===== src/rtl/cellrv32_fifo_lvl.sv =====
// cellrv32_fifo_lvl: single-clock FIFO with exact fill level, programmable almost-full/almost-empty thresholds and sticky overflow/underflow flags
//   clk_i/rstn_i             clock, async active-low reset
//   clear_i                  synchronous flush of both pointers
//   wdata_i/we_i/free_o      write side
//   rdata_o/re_i/avail_o     read side
//   level_o/half_o           fill level and half-full status
//   afull_thr_i/afull_o      almost-full threshold and flag (level >= thr)
//   aempty_thr_i/aempty_o    almost-empty threshold and flag (level <= thr)
//   err_clr_i/ovf_o/unf_o    sticky error flags and their clear
module cellrv32_fifo_lvl #(
  parameter int   FIFO_DEPTH = 4,
  parameter int   FIFO_WIDTH = 8,
  parameter logic FIFO_RSYNC = 1'b0,
  parameter logic FIFO_SAFE  = 1'b0,
  parameter logic FIFO_GATE  = 1'b0
) (
  input  logic                          clk_i,
  input  logic                          rstn_i,
  input  logic                          clear_i,
  input  logic [FIFO_WIDTH-1:0]         wdata_i,
  input  logic                          we_i,
  output logic                          free_o,
  input  logic                          re_i,
  output logic [FIFO_WIDTH-1:0]         rdata_o,
  output logic                          avail_o,
  output logic [$clog2(FIFO_DEPTH):0]   level_o,
  output logic                          half_o,
  input  logic [$clog2(FIFO_DEPTH):0]   afull_thr_i,
  input  logic [$clog2(FIFO_DEPTH):0]   aempty_thr_i,
  output logic                          afull_o,
  output logic                          aempty_o,
  input  logic                          err_clr_i,
  output logic                          ovf_o,
  output logic                          unf_o
);
  localparam int LW = $clog2(FIFO_DEPTH) + 1;
  if ((FIFO_DEPTH < 1) || ((FIFO_DEPTH & (FIFO_DEPTH - 1)) != 0) || (FIFO_WIDTH < 1))
    $error("CELLRV32 CONFIG ERROR: FIFO_DEPTH must be a power of two >= 1 and FIFO_WIDTH >= 1");
  logic [LW-1:0]         w_pnt, r_pnt;
  logic                  full, we, re;
  logic [FIFO_WIDTH-1:0] mem_rd, rdata_q, rdata;
  assign level_o  = w_pnt - r_pnt;
  assign full     = level_o == LW'(FIFO_DEPTH);
  assign free_o   = ~full;
  assign avail_o  = |level_o;
  assign half_o   = (FIFO_DEPTH == 1) ? level_o[0] : (level_o >= LW'(FIFO_DEPTH / 2));
  assign afull_o  = level_o >= afull_thr_i;
  assign aempty_o = level_o <= aempty_thr_i;
  assign we       = we_i & (~FIFO_SAFE | free_o);
  assign re       = re_i & (~FIFO_SAFE | avail_o);
  always_ff @(posedge clk_i or negedge rstn_i) begin
    if (!rstn_i) begin
      w_pnt <= '0;
      r_pnt <= '0;
      ovf_o <= 1'b0;
      unf_o <= 1'b0;
    end else begin
      w_pnt <= clear_i ? '0 : w_pnt + LW'(we);
      r_pnt <= clear_i ? '0 : r_pnt + LW'(re);
      // a new error in the same cycle as a clear keeps the flag set
      ovf_o <= (we_i & full) | (ovf_o & ~(err_clr_i | clear_i));
      unf_o <= (re_i & ~avail_o) | (unf_o & ~(err_clr_i | clear_i));
    end
  end
  if (FIFO_DEPTH == 1) begin : g_reg
    logic [FIFO_WIDTH-1:0] mem_q;
    always_ff @(posedge clk_i) if (we) mem_q <= wdata_i;
    assign mem_rd = mem_q;
  end else begin : g_mem
    logic [FIFO_WIDTH-1:0] mem [FIFO_DEPTH];
    always_ff @(posedge clk_i) if (we) mem[w_pnt[LW-2:0]] <= wdata_i;
    assign mem_rd = mem[r_pnt[LW-2:0]];
  end
  always_ff @(posedge clk_i) rdata_q <= mem_rd;
  assign rdata   = FIFO_RSYNC ? rdata_q : mem_rd;
  assign rdata_o = (~FIFO_GATE | avail_o) ? rdata : '0;
endmodule


===== config.mk =====
export PLATFORM = sky130hd
export DESIGN_NAME = cellrv32_fifo_lvl
export DESIGN_NICKNAME = d
export VERILOG_FILES = /design/src/rtl/cellrv32_fifo_lvl.sv
export SDC_FILE = /design/constraint.sdc
export NUM_CORES = 1
export LEC_CHECK = 0
export CORE_MARGIN = 4
export CORE_UTILIZATION = 26
export CTS_CLUSTER_DIAMETER = 50
export DETAILED_ROUTE_END_ITERATION = 7
export PLACE_DENSITY_LB_ADDON = 0.08
export RECOVER_POWER = 100
export SLEW_MARGIN = 40
export SYNTH_ARGS = -nofsm -noshare
export SYNTH_HDL_FRONTEND = slang
export SYNTH_SLANG_ARGS = --single-unit
export TNS_END_PERCENT = 100

===== constraint.sdc =====
create_clock -name clk_i -period 7.4 [get_ports clk_i]
set_input_delay 1.48 -clock clk_i [delete_from_list [all_inputs] [get_ports clk_i]]
set_output_delay 1.48 -clock clk_i [all_outputs]
set_load 0.05 [all_outputs]

==> flow_metrics.py, run 1 <==
metrics = {
    "pwr": {
        "p_per_area_mw_per_mm2": 267,
        "vdd_drop_max_mv": 0.0977,
        "total_leakage_power_uw": 0.000843,
    },
    "drt": {
        "dr.pass1.iters": 3,
        "drtIter0Drc": 56,
        "via_count": 940,
        "drtAntennaViolNets": 0,
        "post_drt_via_cell_ratio": 4.33,
        "wirelength_mm": 3.18,
        "route.detailed.drc": 0,
        "wire_per_inst_um": 14.6,
    },
    "sta": {
        "min_period_over_period_pct": 68.7,
        "drv_slew": 0,
        "finClkSkew_ps": 4.55,
        "hold_viol": 0,
        "rsz0062_at_grt": "false",
        "slew_headroom_pct": 11.5,
        "tns_ps": 0,
        "whs_ps": 494,
        "tightest_slew_ps": 1320,
        "min_period_ps": 5090,
        "setup_violations": 0,
        "fmax_ghz": 0.197,
    },
    "setup_path": {
        "arrival_ps": 3610,
        "critPathLaunchType": "input pin",
        "crit_path_max_fanout": 2,
        "critPathCapture": "aempty_o",
        "crit_start": "aempty_thr_i[1]",
        "crit_path_end_kind": "output pin",
        "rrSetupSlack_ps": 4800,
        "worstSetupPathType": "input pin to output pin",
        "worstReg2RegStart": "r_pnt[0]",
        "cp_data_required_time_ps": 5920,
        "r2r_end": "ovf_o",
        "rr_worst_depth": 7,
    },
    "die": {
        "die_h_um": 89.1,
        "start_util_pct": 26.9,
        "core_mm2": 0.00635,
        "row_count": 29,
        "dieArea_mm2": 0.00793,
        "die_w_um": 89.1,
        "io_pins": 38,
    },
    "clock_tree": {
        "clock_path_buffers": 2,
        "cts_max_level": 2,
        "post-cts-setup-buffers": 0,
        "postCtsHoldBufs": 0,
        "clockRootBuffer": "clkbuf_8",
        "cts_buffers": 5,
        "cts_resized": 0,
        "cts_tree": "done",
        "clk_pin_slew_ps": 70,
        "clock_sinks": 40,
        "clk-insertion-delay-late_ps": 280,
    },
    "synthesis": {
        "synth_area_mm2": 0.00171,
        "yosys_register_bits": 40,
        "synthDistinctLibCells": 23,
        "syn_nets": 127,
        "avgSynthCellArea_um2": 17.6,
        "syn_inst": 97,
        "yosysSeqAreaShare_pct": 68.0,
        "yosys_warnings": 0,
    },
    "outcome": {
        "status": "finished, final reports clean",
    },
    "run": {
        "cap_violations": 0,
    },
    "grt": {
        "met3_usage_pct": 3.13,
        "antenna_found_initial": 0,
        "use_met1_pct": 10.4,
        "busiest_layer": "met2",
        "grt_pass1_wl_mm": 5.00,
        "grt-ovfl-total": 0,
        "grt_max_degree": 14,
        "grt_use_total_pct": 8.82,
        "grt_pass1_vias": 1031,
        "grt_util_met2_pct": 15.0,
    },
    "place": {
        "port_buffers": 37,
        "place_congestion": 0.648,
        "hpwl_mm": 2.38,
    },
    "cells_and_area": {
        "multi_input_area_um2": 500,
        "num_antenna_cells": 0,
        "nets": 169,
        "area_growth_pct": 32.9,
        "fillCellCount": 597,
        "regArea_mm2": 0.00116,
        "drive_above_1_share_pct": 12.1,
    },
    "worst_hold_path": {
        "hold_class": "flip-flop to flip-flop",
    },
}
through the flow:
step / util (%) / area (um^2) / std cells / power [uW] / worst slack [ps]
2_1_floorplan: - / 1710 / 97 / 390 / 3190
3_3_place_gp: 34.2 / 2170 / 209 / 452 / 2400
3_5_place_dp: 34.2 / 2170 / 209 / 455 / 2370
4_1_cts: 36.0 / 2280 / 217 / 628 / 2330
5_1_grt: 35.7 / 2270 / 217 / 639 / 2020
6_report: 35.7 / 2270 / 217 / 607 / 2310
critical path: stages:
cell	delay, ps
clkdlybuf4s50_1	460
inv_1	40
ha_1	290
nor2b_1	130
o21ai_0	150
maj3_1	180
dlygate4sd3_1	870
power by group:
part	switching [uW]	internal, uW	total (uW)
logic	109	61.2	170
registers	9.39	256	265
clock network	71.9	99.7	172
total	190	417	607
synthesized netlist by cell type (all sizes together):
| master | n | area, um^2 |
|---|---|---|
| ha | 9 | 113 |
| inv | 8 | 30.0 |
| xnor2 | 4 | 42.6 |
| and3 | 2 | 12.5 |
| nand2b | 1 | 6.26 |
| o21ai | 1 | 5.00 |
| nand2 | 4 | 15.0 |
| or2b | 1 | 7.51 |
| edfxtp | 32 | 961 |
| fa | 1 | 20.0 |
| a32o | 2 | 20.0 |
| buf | 1 | 5.00 |
| maj3 | 2 | 21.3 |
| nor3b | 1 | 7.51 |
| nor2 | 5 | 18.8 |
| nor2b | 5 | 31.3 |
| dfrtp | 8 | 200 |
| clkbuf | 1 | 3.75 |
| a21o | 1 | 7.51 |
| mux4 | 8 | 180 |
flip-flops by register name, indices dropped and copies added, names as in the netlist:
name,count
g_mem.mem,32
unf_o,1
r_pnt,3
w_pnt,3
ovf_o,1
cell families (layout without fill, tap and decap cells):
family,after synthesis,in the layout,share of synthesized area [%]
flip-flops,40,40,68.0
AND/OR/NAND/NOR,19,19,5.79
adder cells (fa/ha/maj),12,12,9.01
buffers and inverters,10,53,2.27
multiplexers,8,8,10.5
AO/OA/AOI/OAI,4,4,1.90
XOR/XNOR,4,4,2.49
area by class of cell:
type / instances / share of cell area, %
Multi-Input combinational cell: 47 / 22.1
Tap cell: 77 / 4.24
Clock buffer: 5 / 3.03
Clock inverter: 3 / 1.87
Sequential cell: 40 / 51.2
Timing Repair Buffer: 37 / 16.3
Inverter: 8 / 1.32
worst min path at each step:
stage                   from        to  depth (start not counted)
floorplan           w_pnt[2]  w_pnt[2]                          2
global placement       unf_o     unf_o                          1
detailed placement     unf_o     unf_o                          1
CTS                    ovf_o     ovf_o                          1
global route           ovf_o     ovf_o                          1
finish                 ovf_o     ovf_o                          1
layer usage:
layer | wire [um] | part of all wire [%]
met1 | 1260 | 40
met4 | 29 | 0.91
met5 | 0 | 0
met2 | 1720 | 54
met3 | 162 | 5.1
placed cells by master, fill, tap and decap left out, types with 2 or more instances in the layout:
cell type	synthesis	layout
a32o_1	2	2
nor2_1	5	5
xnor2_1	3	4
dfrtp_1	8	8
inv_1	7	7
ha_1	9	9
clkdlybuf4s50_1	0	8
nor2b_1	5	5
mux4_2	8	8
edfxtp_1	32	32
nand2_1	4	4
dlygate4sd3_1	0	29
clkbuf_8	0	5
and3_1	2	2
Power figures use the tool's default switching activity.
==> run 2: changes to the inputs <==
- clock period: 7.4 -> 4.5 ns (I/O delays scaled with it)
==> flow_metrics.py, run 2 (synthesis results as in run 1) <==
metrics = {
    "setup_path": {
        "critPathLaunchType": "flip-flop",
        "crit_path_end_kind": "output pin",
        "slowest_stage": "dlygate4sd3_1",
        "path_delay_family": "buffers and inverters",
        "rrSetupSlack_ps": 2230,
        "worstSetupPathType": "flip-flop to output pin",
        "crit_buf_inv": 4,
        "crit_path_max_fanout": 5,
        "path_depth": 9,
        "rr_worst_depth": 8,
        "arrival_ps": 3250,
        "cp_data_required_time_ps": 3600,
        "crit_chain": "inv_1 > ha_1 > inv_1 > fa_1 > xnor2_1 > xnor2_1 > clkinv_1 > maj3_2 > dlygate4sd3_1",
        "max_stage_delay_ps": 760,
    },
    "clock_tree": {
        "clk_pin_slew_ps": 80,
        "postCtsHoldBufs": 0,
        "post-cts-setup-buffers": 0,
        "cts_max_level": 2,
        "cts_tree": "done",
        "clock_sinks": 40,
        "clock_path_buffers": 2,
        "cts_buffers": 5,
        "cts_resized": 0,
        "clk-insertion-delay-late_ps": 290,
        "clockRootBuffer": "clkbuf_8",
    },
    "drt": {
        "drtAntennaViolNets": 0,
        "route.detailed.drc": 0,
        "post_drt_via_cell_ratio": 4.29,
        "wirelength_mm": 3.32,
        "wire_per_inst_um": 15.2,
        "drtIter0Drc": 19,
        "via_count": 939,
        "dr.pass1.iters": 4,
    },
    "run": {
        "cap_violations": 1,
    },
    "cells_and_area": {
        "final_common_cell": "edfxtp_1",
        "num_antenna_cells": 0,
        "area_growth_pct": 32.4,
        "drive_above_1_share_pct": 12.7,
        "largest_register_ffs": 32,
        "mostFrequentLayoutCells": "edfxtp_1, dlygate4sd3_1, ha_1",
        "nets": 171,
    },
    "pwr": {
        "p_per_area_mw_per_mm2": 418,
        "total_leakage_power_uw": 0.000837,
        "vdd_drop_max_mv": 0.133,
        "finalPower_uw": 944,
    },
    "grt": {
        "grt_use_total_pct": 9.39,
        "grt_max_degree": 14,
        "antenna_found_initial": 0,
        "grt-ovfl-total": 0,
        "grt_pass1_wl_mm": 5.31,
        "grt_pass1_vias": 1054,
    },
    "outcome": {
        "violations": "capacitance limit, slew limit",
        "status": "complete, but fails checks",
    },
    "die": {
        "die_w_um": 89.1,
        "start_util_pct": 26.9,
        "die_h_um": 89.1,
        "io_pins": 38,
        "row_count": 29,
        "dieArea_mm2": 0.00793,
        "core_mm2": 0.00635,
    },
    "place": {
        "port_buffers": 37,
        "dp_slack_ps": 640,
        "place_congestion": 0.667,
        "hpwl_mm": 2.42,
    },
    "sta": {
        "worst_slack_ps": 351,
        "setup_violations": 0,
        "whs_ps": 497,
        "drv_slew": 9,
        "slew_headroom_pct": -0.554,
        "rsz0062_at_grt": "false",
        "fmax_ghz": 0.241,
        "min_period_over_period_pct": 92.2,
        "hold_viol": 0,
        "tns_ps": 0,
        "finClkSkew_ps": 9.49,
        "min_period_ps": 4150,
        "tightest_slew_ps": 1510,
    },
    "worst_hold_path": {
        "hold_path_depth": 1,
        "hold_class": "flip-flop to flip-flop",
    },
}
==> run 2: path summary, 6_finish.rpt <==
kind | startpoint | end
min in group asynchronous | rstn_i | w_pnt[1]
worst max register to register | w_pnt[0] | ovf_o
worst min-delay path | ovf_o | ovf_o
worst min register to register | ovf_o | ovf_o
max in group asynchronous | rstn_i | r_pnt[2]
worst max-delay path | w_pnt[0] | afull_o
==> run 2: through the flow <==
stage	std cells	util, %	instance area, um^2
after detailed placement	211	34.5	2190
after global placement	211	34.4	2190
after CTS	219	35.8	2280
after global routing	219	35.6	2260
after floorplan	97	-	1710
final	219	35.6	2260
==> run 2: cell type report <==
cell class | instances | area, um^2
timing repair buffer | 39 | 385
sequential | 40 | 1160
multi-input combinational | 47 | 500
clock inverter | 3 | 18.8
clock buffer | 5 | 68.8
inverter | 8 | 30.0
fill | 607 | 4090
tap | 77 | 96.3
==> run 2: where the power goes <==
group | leakage [uW] | total (uW) | internal (uW) | switching [uW]
sequential | 0.000401 | 428 | 421 | 7.53
combinational | 0.000398 | 291 | 103 | 189
clock | 0.0000378 | 224 | 107 | 118
==> run 2: metal layers <==
layer  track usage [%]  wire [um]  part of all wire (%)
met1              11.3       1390                    42
met2              15.2       1740                    52
met3              3.87        167                   5.0
met4              3.25         25                  0.75
met5                 0          0                     0
